## src/rtl/ram_req_master.sv

```systemverilog
// Bus-side request master: turns AW/W and AR handshakes into single RAM
// requests toward an arbiter, with independent write/read FSMs and per-request timeouts.
module ram_req_master #(
  parameter int ADDR_W = 16,
  parameter int DATA_W = 32,
  parameter int TMO    = 255
) (
  input  logic                  aclk_s,
  input  logic                  rst_n,
  // write address / data / response
  input  logic                  awvalid,
  output logic                  awready,
  input  logic [ADDR_W-1:0]     awaddr,
  input  logic                  wvalid,
  output logic                  wready,
  input  logic [DATA_W-1:0]     wdata,
  input  logic [DATA_W/8-1:0]   wstrb,
  output logic                  bvalid,
  input  logic                  bready,
  output logic [1:0]            bresp,
  // read address / response
  input  logic                  arvalid,
  output logic                  arready,
  input  logic [ADDR_W-1:0]     araddr,
  output logic                  rvalid,
  input  logic                  rready,
  output logic [DATA_W-1:0]     rdata,
  output logic [1:0]            rresp,
  // arbiter side
  output logic                  ram_wr_req,
  output logic [ADDR_W-1:0]     ram_wr_addr,
  output logic [DATA_W-1:0]     ram_wdata,
  output logic [DATA_W/8-1:0]   ram_wstrb,
  output logic                  ram_wdata_ready,
  input  logic                  ram_wr_ack,
  output logic                  ram_rd_req,
  output logic [ADDR_W-1:0]     ram_rd_addr,
  input  logic                  ram_rd_ack,
  input  logic [DATA_W-1:0]     ram_rdata,
  // FSM state visibility
  output logic [1:0]            w_state_dbg,
  output logic [1:0]            r_state_dbg
);

  // Handshake rule for every channel: a beat transfers on a rising edge
  // where valid and ready are both 1; the sender holds its payload stable
  // while valid=1 and ready=0, and the receiver may not retract ready on
  // its own once offered in a cycle.

  localparam logic [1:0] W_IDLE = 2'd0;
  localparam logic [1:0] W_REQ  = 2'd1;
  localparam logic [1:0] W_RESP = 2'd2;

  localparam logic [1:0] R_IDLE = 2'd0;
  localparam logic [1:0] R_REQ  = 2'd1;
  localparam logic [1:0] R_WAIT = 2'd2;
  localparam logic [1:0] R_RESP = 2'd3;

  localparam logic [1:0] RESP_OKAY   = 2'b00;
  localparam logic [1:0] RESP_SLVERR = 2'b10;
  localparam logic [7:0] TMO_L       = 8'(TMO);

  logic [1:0]          w_state, r_state;
  logic                aw_held, w_held;
  logic [7:0]          w_cnt, r_cnt;
  logic [7:0]          w_cnt_inc, r_cnt_inc;
  logic [ADDR_W-1:0]   wr_addr_q, rd_addr_q;
  logic [DATA_W-1:0]   wdata_q;
  logic [DATA_W/8-1:0] wstrb_q;
  logic [1:0]          bresp_q, rresp_q;
  logic [DATA_W-1:0]   rdata_q;
  logic                aw_fire, w_fire;

  always_comb begin
    w_cnt_inc = w_cnt + 8'd1;
    r_cnt_inc = r_cnt + 8'd1;
    aw_fire   = awvalid && awready;
    w_fire    = wvalid && wready;
  end

  // Write FSM: collect AW and W in any order, then hold one request until ack or timeout.
  always_ff @(posedge aclk_s) begin
    if (!rst_n) begin
      w_state   <= W_IDLE;
      aw_held   <= 1'b0;
      w_held    <= 1'b0;
      w_cnt     <= 8'd0;
      bresp_q   <= RESP_OKAY;
      wr_addr_q <= '0;
      wdata_q   <= '0;
      wstrb_q   <= '0;
    end else begin
      case (w_state)
        W_IDLE: begin
          if (aw_fire) begin
            aw_held   <= 1'b1;
            wr_addr_q <= awaddr;
          end
          if (w_fire) begin
            w_held  <= 1'b1;
            wdata_q <= wdata;
            wstrb_q <= wstrb;
          end
          if ((aw_held || aw_fire) && (w_held || w_fire)) begin
            w_state <= W_REQ;
            w_cnt   <= 8'd0;
          end
        end
        W_REQ: begin
          if (ram_wr_ack) begin
            w_state <= W_RESP;
            bresp_q <= RESP_OKAY;
            aw_held <= 1'b0;
            w_held  <= 1'b0;
          end else if (w_cnt_inc == TMO_L) begin
            w_state <= W_RESP;
            bresp_q <= RESP_SLVERR;
            aw_held <= 1'b0;
            w_held  <= 1'b0;
          end else begin
            w_cnt <= w_cnt_inc;
          end
        end
        W_RESP: begin
          if (bready) w_state <= W_IDLE;
        end
        default: w_state <= W_IDLE;
      endcase
    end
  end

  // Read FSM: one outstanding read; data returns the cycle after the grant.
  always_ff @(posedge aclk_s) begin
    if (!rst_n) begin
      r_state   <= R_IDLE;
      r_cnt     <= 8'd0;
      rresp_q   <= RESP_OKAY;
      rdata_q   <= '0;
      rd_addr_q <= '0;
    end else begin
      case (r_state)
        R_IDLE: begin
          if (arvalid) begin
            rd_addr_q <= araddr;
            r_state   <= R_REQ;
            r_cnt     <= 8'd0;
          end
        end
        R_REQ: begin
          if (ram_rd_ack) begin
            r_state <= R_WAIT;
          end else if (r_cnt_inc == TMO_L) begin
            r_state <= R_RESP;
            rresp_q <= RESP_SLVERR;
            rdata_q <= '0;
          end else begin
            r_cnt <= r_cnt_inc;
          end
        end
        R_WAIT: begin
          rdata_q <= ram_rdata;
          rresp_q <= RESP_OKAY;
          r_state <= R_RESP;
        end
        R_RESP: begin
          if (rready) r_state <= R_IDLE;
        end
        default: r_state <= R_IDLE;
      endcase
    end
  end

  // All outputs decode registered state only, so no input-to-output paths exist.
  always_comb begin
    awready         = (w_state == W_IDLE) && !aw_held;
    wready          = (w_state == W_IDLE) && !w_held;
    bvalid          = (w_state == W_RESP);
    bresp           = bresp_q;
    ram_wr_req      = (w_state != W_RESP) && aw_held;
    ram_wdata_ready = (w_state != W_RESP) && w_held;
    ram_wr_addr     = wr_addr_q;
    ram_wdata       = wdata_q;
    ram_wstrb       = wstrb_q;
    arready         = (r_state == R_IDLE);
    ram_rd_req      = (r_state == R_REQ);
    ram_rd_addr     = rd_addr_q;
    rvalid          = (r_state == R_RESP);
    rresp           = rresp_q;
    rdata           = rdata_q;
    w_state_dbg     = w_state;
    r_state_dbg     = r_state;
  end

endmodule

```

## config.mk

```make
export PLATFORM = sky130hd
export DESIGN_NAME = ram_req_master
export DESIGN_NICKNAME = d
export VERILOG_FILES = /design/src/rtl/ram_req_master.sv
export SDC_FILE = /design/constraint.sdc
export NUM_CORES = 1
export LEC_CHECK = 0
export CAP_MARGIN = 10
export CORE_AREA = 2 2 94 132
export DETAILED_ROUTE_END_ITERATION = 16
export DIE_AREA = 0 0 96 134
export PLACE_DENSITY = 0.83
export SYNTH_ARGS = -nofsm -noshare
export SYNTH_HDL_FRONTEND = slang
export SYNTH_SLANG_ARGS = --single-unit
```

## constraint.sdc

```tcl
create_clock -name aclk_s -period 6.6 [get_ports aclk_s]
set_clock_uncertainty 0.2 [all_clocks]
set_input_delay 1.98 -clock aclk_s [delete_from_list [all_inputs] [get_ports aclk_s]]
set_output_delay 1.98 -clock aclk_s [all_outputs]
set_load 0.01 [all_outputs]
```

==> flow_summary.json, run 1 <==
{
  "tritoncts.num_buffers": 17,
  "count_of_different_cell_masters_after_synthesis": 57,
  "top_cells_by_count_synth": "sky130_fd_sc_hd__nand2_1, sky130_fd_sc_hd__dfxtp_1, sky130_fd_sc_hd__a21oi_1",
  "routabilityCongestion": 0.805,
  "setup-tns-final_ns": 0,
  "drv.max_cap_violation_count": 0,
  "rows": 47,
  "first_global_vias": 4887,
  "outcome": "complete, no violations",
  "finalCriticalPeriod_ns": 4.20,
  "synth_top_cells_by_area": "sky130_fd_sc_hd__dfxtp_1, sky130_fd_sc_hd__nand2_1, sky130_fd_sc_hd__a21oi_1",
  "number_of_vias_per_cell": 5.19,
  "pin_count_of_the_biggest_net_entering_global_routing": 85,
  "cell_chain_critical_path": "inv_1, ha_1, clkdlybuf4s50_1",
  "wl_per_cell_um": 14.6,
  "synth_top_flop_cell": "sky130_fd_sc_hd__dfxtp_1",
  "rsz0062_at_grt": "false",
  "buffer_ports.inserted": 222,
  "cts-hold-fix-buffers": 0,
  "syn_avg_cell_area_um2": 8.11,
  "first_pass_grt_wire_length_um": 22800,
  "grt.total_usage": 0.222,
  "power_per_cell_area_nw_per_um2": 283,
  "slew-limit-headroom": 0.198,
  "max_freq_mhz": 238,
  "final_net_count": 950,
  "synthesis.instances": 632,
  "synth_top_cell_by_area": "sky130_fd_sc_hd__dfxtp_1",
  "timing.final.hold_violations": 0,
  "crit_path_max_fanout": 12,
  "clock_sinks": 124,
  "cts_tree": "built",
  "detail_route.wirelength_um": 14500,
  "yosysMostFrequentCell": "sky130_fd_sc_hd__nand2_1",
  "ant_nets": 0,
  "dp_hpwl_um": 10400,
  "synth_top_family_by_area": "simple AND/OR/NAND/NOR gates",
  "ys_ff_latch": 124,
  "cts_repair_resize_count": 0,
  "synth_simple_gate_area_frac": 0.249,
  "holdCritPathClass": "flip-flop to flip-flop",
  "initial_util": 0.438,
  "share_of_the_clock_period_used_by_the_worst_path": 0.637,
  "cts-root-to-sink-buffers": 2,
  "async_reset_ff_frac": 0,
  "timing.hold.ws_ns": 0.254,
  "setup_viol": 0,
  "layout-drive-gt1-share": 0.0638,
  "max_slew.worst_pin.slew_ns": 1.20,
  "yosys.area.top_type_share": 0.484,
  "placed_area_um2": 7330,
  "number_of_antenna_violations_at_the_first_check_in_global_routing": 0,
  "critical_path_arrival_ns": 2.02,
  "core_region_area_um2": 11700,
  "synth_edf_count": 0,
  "crit_buf_inv": 2,
  "stdcell_area_um2": 7930,
  "clkTransAtPathRegs_ns": 0.06,
  "number_of_inserted_diodes": 0,
  "drt-initial-drc-count": 134,
  "critPathLaunchType": "flip-flop",
  "synth_warnings": 0,
  "power.ir.vdd_worst_v": 0.000184,
  "synth-xor-area-share": 0.00684,
  "gr-total-overflow": 0,
  "cp-end-kind": "primary output",
  "drtPass1Iterations": 4,
  "synth-seq-area-share": 0.484,
  "num_vias": 5157,
  "cpLargestDelayFamily": "buffers and inverters",
  "timing_max_transition_violations_final": 0,
  "critPathRequiredTime_ns": 4.42,
  "post_synthesis_compound_gate_area_fraction": 0.182,
  "post-cts-setup-buffers": 0,
  "worstSkewPairLatency_ns": 0.41,
  "dieArea_um2": 12900,
  "r2r_setup_slack_ns": 3.65,
  "chipWidth_um": 96,
  "yosys.area_share.adder": 0.0195,
  "critical-path-max-stage-delay_ns": 0.65,
  "htree_num_levels": 4,
  "floorplan.io_pins": 225,
  "die_height_um": 134,
  "synth_mux_area_frac": 0.00830,
  "ctsRootBufferMaster": "sky130_fd_sc_hd__clkbuf_16",
  "post-route-drc-count": 0,
  "worstSetupPathType": "flip-flop to primary output",
  "synth.cell_area_um2": 5120,
  "crit_slowest_cell": "sky130_fd_sc_hd__clkdlybuf4s50_1",
  "p_leak_nw": 2.81,
  "syn_to_final_growth_pct": 54.7
}
-- cells by family (layout without fill, tap and decap cells) --
| logic type | count (synthesis) | after routing |
|---|---|---|
| AND/OR/NAND/NOR | 281 | 281 |
| XOR/XNOR | 4 | 4 |
| other | 1 | 2 |
| flip-flops | 124 | 124 |
| multiplexers | 4 | 4 |
| adder cells (fa/ha/maj) | 8 | 8 |
| AO/OA/AOI/OAI | 155 | 155 |
| buffers and inverters | 55 | 268 |
-- sequential cells by signal, summed over array words and instances (netlist names) --
signal / count
ram_wdata: 32
rdata: 32
ram_rd_addr: 16
ram_wr_addr: 16
r_cnt: 8
w_cnt: 8
ram_wstrb: 4
r_state_dbg: 2
w_state_dbg: 2
aw_held: 1
bresp: 1
rresp: 1
w_held: 1
-- cell type report --
type | instances | area, um2
clock inverters | 14 | 113
repair buffers | 227 | 2280
well taps | 147 | 184
inverters | 9 | 33.8
fillers | 950 | 3780
flip-flops and latches | 124 | 2480
multi-input cells | 454 | 2390
clock buffers | 18 | 439
-- tightest hold or removal path: stages, from the launching register on --
cell	delay, ns
sky130_fd_sc_hd__dfxtp_1	0.31
sky130_fd_sc_hd__nand2_1	0.05
sky130_fd_sc_hd__a21oi_1	0.05
-- worst paths after layout --
path                   from  cells past startpoint              to
max          r_state_dbg[1]                      3      ram_rd_req
max reg2reg  r_state_dbg[0]                      7       rdata[19]
min          ram_rd_addr[0]                      2  ram_rd_addr[0]
min reg2reg  ram_rd_addr[0]                      2  ram_rd_addr[0]
-- metal layers --
metal  GRT usage  routed length, um  vias to the layer above
met4      0.0952                410                        0
met5           0                  0                        -
met2       0.380               7480                      196
met1       0.246               5500                     2356
met3      0.0747               1110                       28
li1            -                  -                     2577
-- placed cells by master, fill, tap and decap left out, drive strengths merged, types with 3 or more instances in the layout --
master,count
or4,3
ha,8
nor3,6
dfxtp,124
nor2b,5
buf,6
clkinvlp,5
inv,14
nand4,35
nor2,13
a21oi,75
o21ai,46
clkdlybuf4s50,221
a211oi,3
o21a,3
and2,8
a31oi,3
clkinv,4
clkbuf,18
nand3,8
xor2,4
nand2,187
o211ai,6
a311oi,3
-- report_power, final --
part	switching, mW	internal, mW
Sequential	0.0395	0.809
Clock	0.354	0.495
Combinational	0.295	0.251
-- metrics by stage --
| stage | setup slack, ns | util | instances | total power [mW] |
|---|---|---|---|---|
| floorplan | 3.17 | - | 633 | 1.16 |
| global placement | 2.61 | 0.627 | 959 | 1.38 |
| detailed placement | 2.54 | 0.627 | 959 | 1.40 |
| CTS | 2.41 | 0.674 | 991 | 2.26 |
| global route | 2.35 | 0.677 | 993 | 2.35 |
| finish | 2.40 | 0.677 | 993 | 2.24 |
No activity file was read; power rests on OpenSTA's default activity.
==> inputs of run 2 (changes only) <==
- CORE_AREA: 2 2 94 132 -> 2 2 102 143
- DIE_AREA: 0 0 96 134 -> 0 0 104 145
- PLACE_DENSITY: 0.83 -> 0.75
- clock period: 6.6 -> 3.8 ns (I/O delays scaled with it)
==> run 2 against run 1 <==
Compared with the run above:
- cell area increased by 1.9%
- flip-flop and latch count stayed put
- utilization is 9.1 points lower
- worst hold slack got worse by 0.0054 ns
- total power rose by 87%
- register-to-register slack got worse by 2.5 ns
- critical endpoint unchanged
==> flow_summary.json, run 2 (synthesis gave the netlist of run 1 again) <==
{
  "outcome": "complete, no violations",
  "drtPass1Iterations": 4,
  "share_of_the_clock_period_used_by_the_worst_path": 0.859,
  "worstHoldPathCells": 2,
  "p_sw_frac": 0.278,
  "cp-end-kind": "primary output",
  "clkTransAtPathRegs_ns": 0.06,
  "initial_util": 0.372,
  "gr-total-overflow": 0,
  "dieArea_um2": 15100,
  "sequential_cell_area_um2": 2480,
  "clock_sinks": 124,
  "htree_num_levels": 4,
  "num_vias": 5050,
  "timing_max_transition_violations_final": 0,
  "final_cell_mix": "sky130_fd_sc_hd__clkdlybuf4s50_1, sky130_fd_sc_hd__nand2_1, sky130_fd_sc_hd__dfxtp_1",
  "stdcell_area_um2": 8080,
  "power.share.combinational": 0.225,
  "crit_path_max_fanout": 12,
  "placed_area_um2": 7420,
  "layout_commonest_cell": "sky130_fd_sc_hd__clkdlybuf4s50_1",
  "syn_to_final_growth_pct": 57.6,
  "post-cts-setup-buffers": 0,
  "multi_input_comb_area_um2": 2390,
  "max_slew.worst_pin.slew_ns": 0.709,
  "cts-root-to-sink-buffers": 2,
  "wl_per_cell_um": 13.9,
  "holdCritPathClass": "flip-flop to flip-flop",
  "ant_nets": 0,
  "power_mw": 4.19,
  "power_per_cell_area_nw_per_um2": 519,
  "slew-limit-headroom": 0.526,
  "first_global_vias": 4740,
  "worstSkewPairLatency_ns": 0.40,
  "drt-initial-drc-count": 212,
  "dp_hpwl_um": 10000,
  "number_of_inserted_diodes": 0,
  "place_ws_ns": 0.633,
  "switchingPower_mw": 1.17,
  "pin_count_of_the_biggest_net_entering_global_routing": 65,
  "post_layout_nonfiller_instances": 1034,
  "final_net_count": 953,
  "final_core_util": 0.586,
  "first_pass_grt_wire_length_um": 23600,
  "timing.final.hold_violations": 0,
  "worst_slack_ns": 0.537,
  "buffer_ports.inserted": 222,
  "cts_repair_resize_count": 0,
  "ctsRootBufferMaster": "sky130_fd_sc_hd__clkbuf_16",
  "power.ir.vdd_worst_v": 0.000290,
  "pwr-share-seq": 0.350,
  "core_region_area_um2": 13800,
  "grt.total_usage": 0.190,
  "fillCellCount": 1292,
  "clkPwrFrac": 0.425,
  "routabilityCongestion": 0.791,
  "reg2reg_depth": 8,
  "post-route-drc-count": 0,
  "r2r_setup_slack_ns": 1.12,
  "place.detailed.instances": 1002,
  "timing.hold.ws_ns": 0.248,
  "critPathRequiredTime_ns": 2.46,
  "die_height_um": 145,
  "layout-drive-gt1-share": 0.0660,
  "number_of_vias_per_cell": 4.88,
  "setup_viol": 0,
  "number_of_antenna_violations_at_the_first_check_in_global_routing": 0,
  "critPathLaunchType": "flip-flop",
  "finalCriticalPeriod_ns": 3.26,
  "chipWidth_um": 104,
  "p_leak_nw": 2.88,
  "worstSetupPathType": "flip-flop to primary output",
  "power_report.internal_total_mw": 3.03,
  "cts_tree": "built",
  "setup-tns-final_ns": 0,
  "max_freq_mhz": 306,
  "rsz0062_at_grt": "false",
  "cts-hold-fix-buffers": 0,
  "tritoncts.num_buffers": 17,
  "rows": 51,
  "critical_path_arrival_ns": 1.92,
  "drv.max_cap_violation_count": 0,
  "detail_route.wirelength_um": 14300,
  "floorplan.io_pins": 225
}
run 2: final timing paths:
check / end / startpoint
setup reg to reg: rdata[30] / r_cnt[1]
hold reg to reg: rdata[10] / rdata[10]
setup / recovery: ram_rd_req / r_state_dbg[1]
hold / removal: rdata[10] / rdata[10]
run 2: layout make-up:
| cell class | instances | area share |
|---|---|---|
| multi-input combinational | 454 | 0.296 |
| inverter | 9 | 0.00418 |
| clock inverter | 13 | 0.0267 |
| clock buffer | 19 | 0.0548 |
| timing repair buffer | 230 | 0.282 |
| sequential | 124 | 0.307 |
| tap | 185 | 0.0287 |
run 2: power by group through the flow:
stage	Sequential, mW	Clock, mW	Combinational (mW)
2_1_floorplan	1.54	0	0.474
3_3_place_gp	1.49	0	0.942
3_5_place_dp	1.50	0	0.949
4_1_cts	1.47	1.83	0.954
5_1_grt	1.48	1.90	1.03
6_report	1.47	1.78	0.942
run 2: worst max-delay path, cell delays in order, from the launching register on:
cell	delay, ns
sky130_fd_sc_hd__dfxtp_1	0.34
sky130_fd_sc_hd__inv_1	0.12
sky130_fd_sc_hd__ha_1	0.44
sky130_fd_sc_hd__clkdlybuf4s50_1	0.62
run 2: per-layer routing:
layer / up-vias / part of all wire / GRT usage
met2: 171 / 0.50 / 0.320
met4: 0 / 0.020 / 0.0777
met3: 20 / 0.067 / 0.0602
li1: 2579 / - / -
met5: - / 0 / 0
met1: 2280 / 0.41 / 0.222
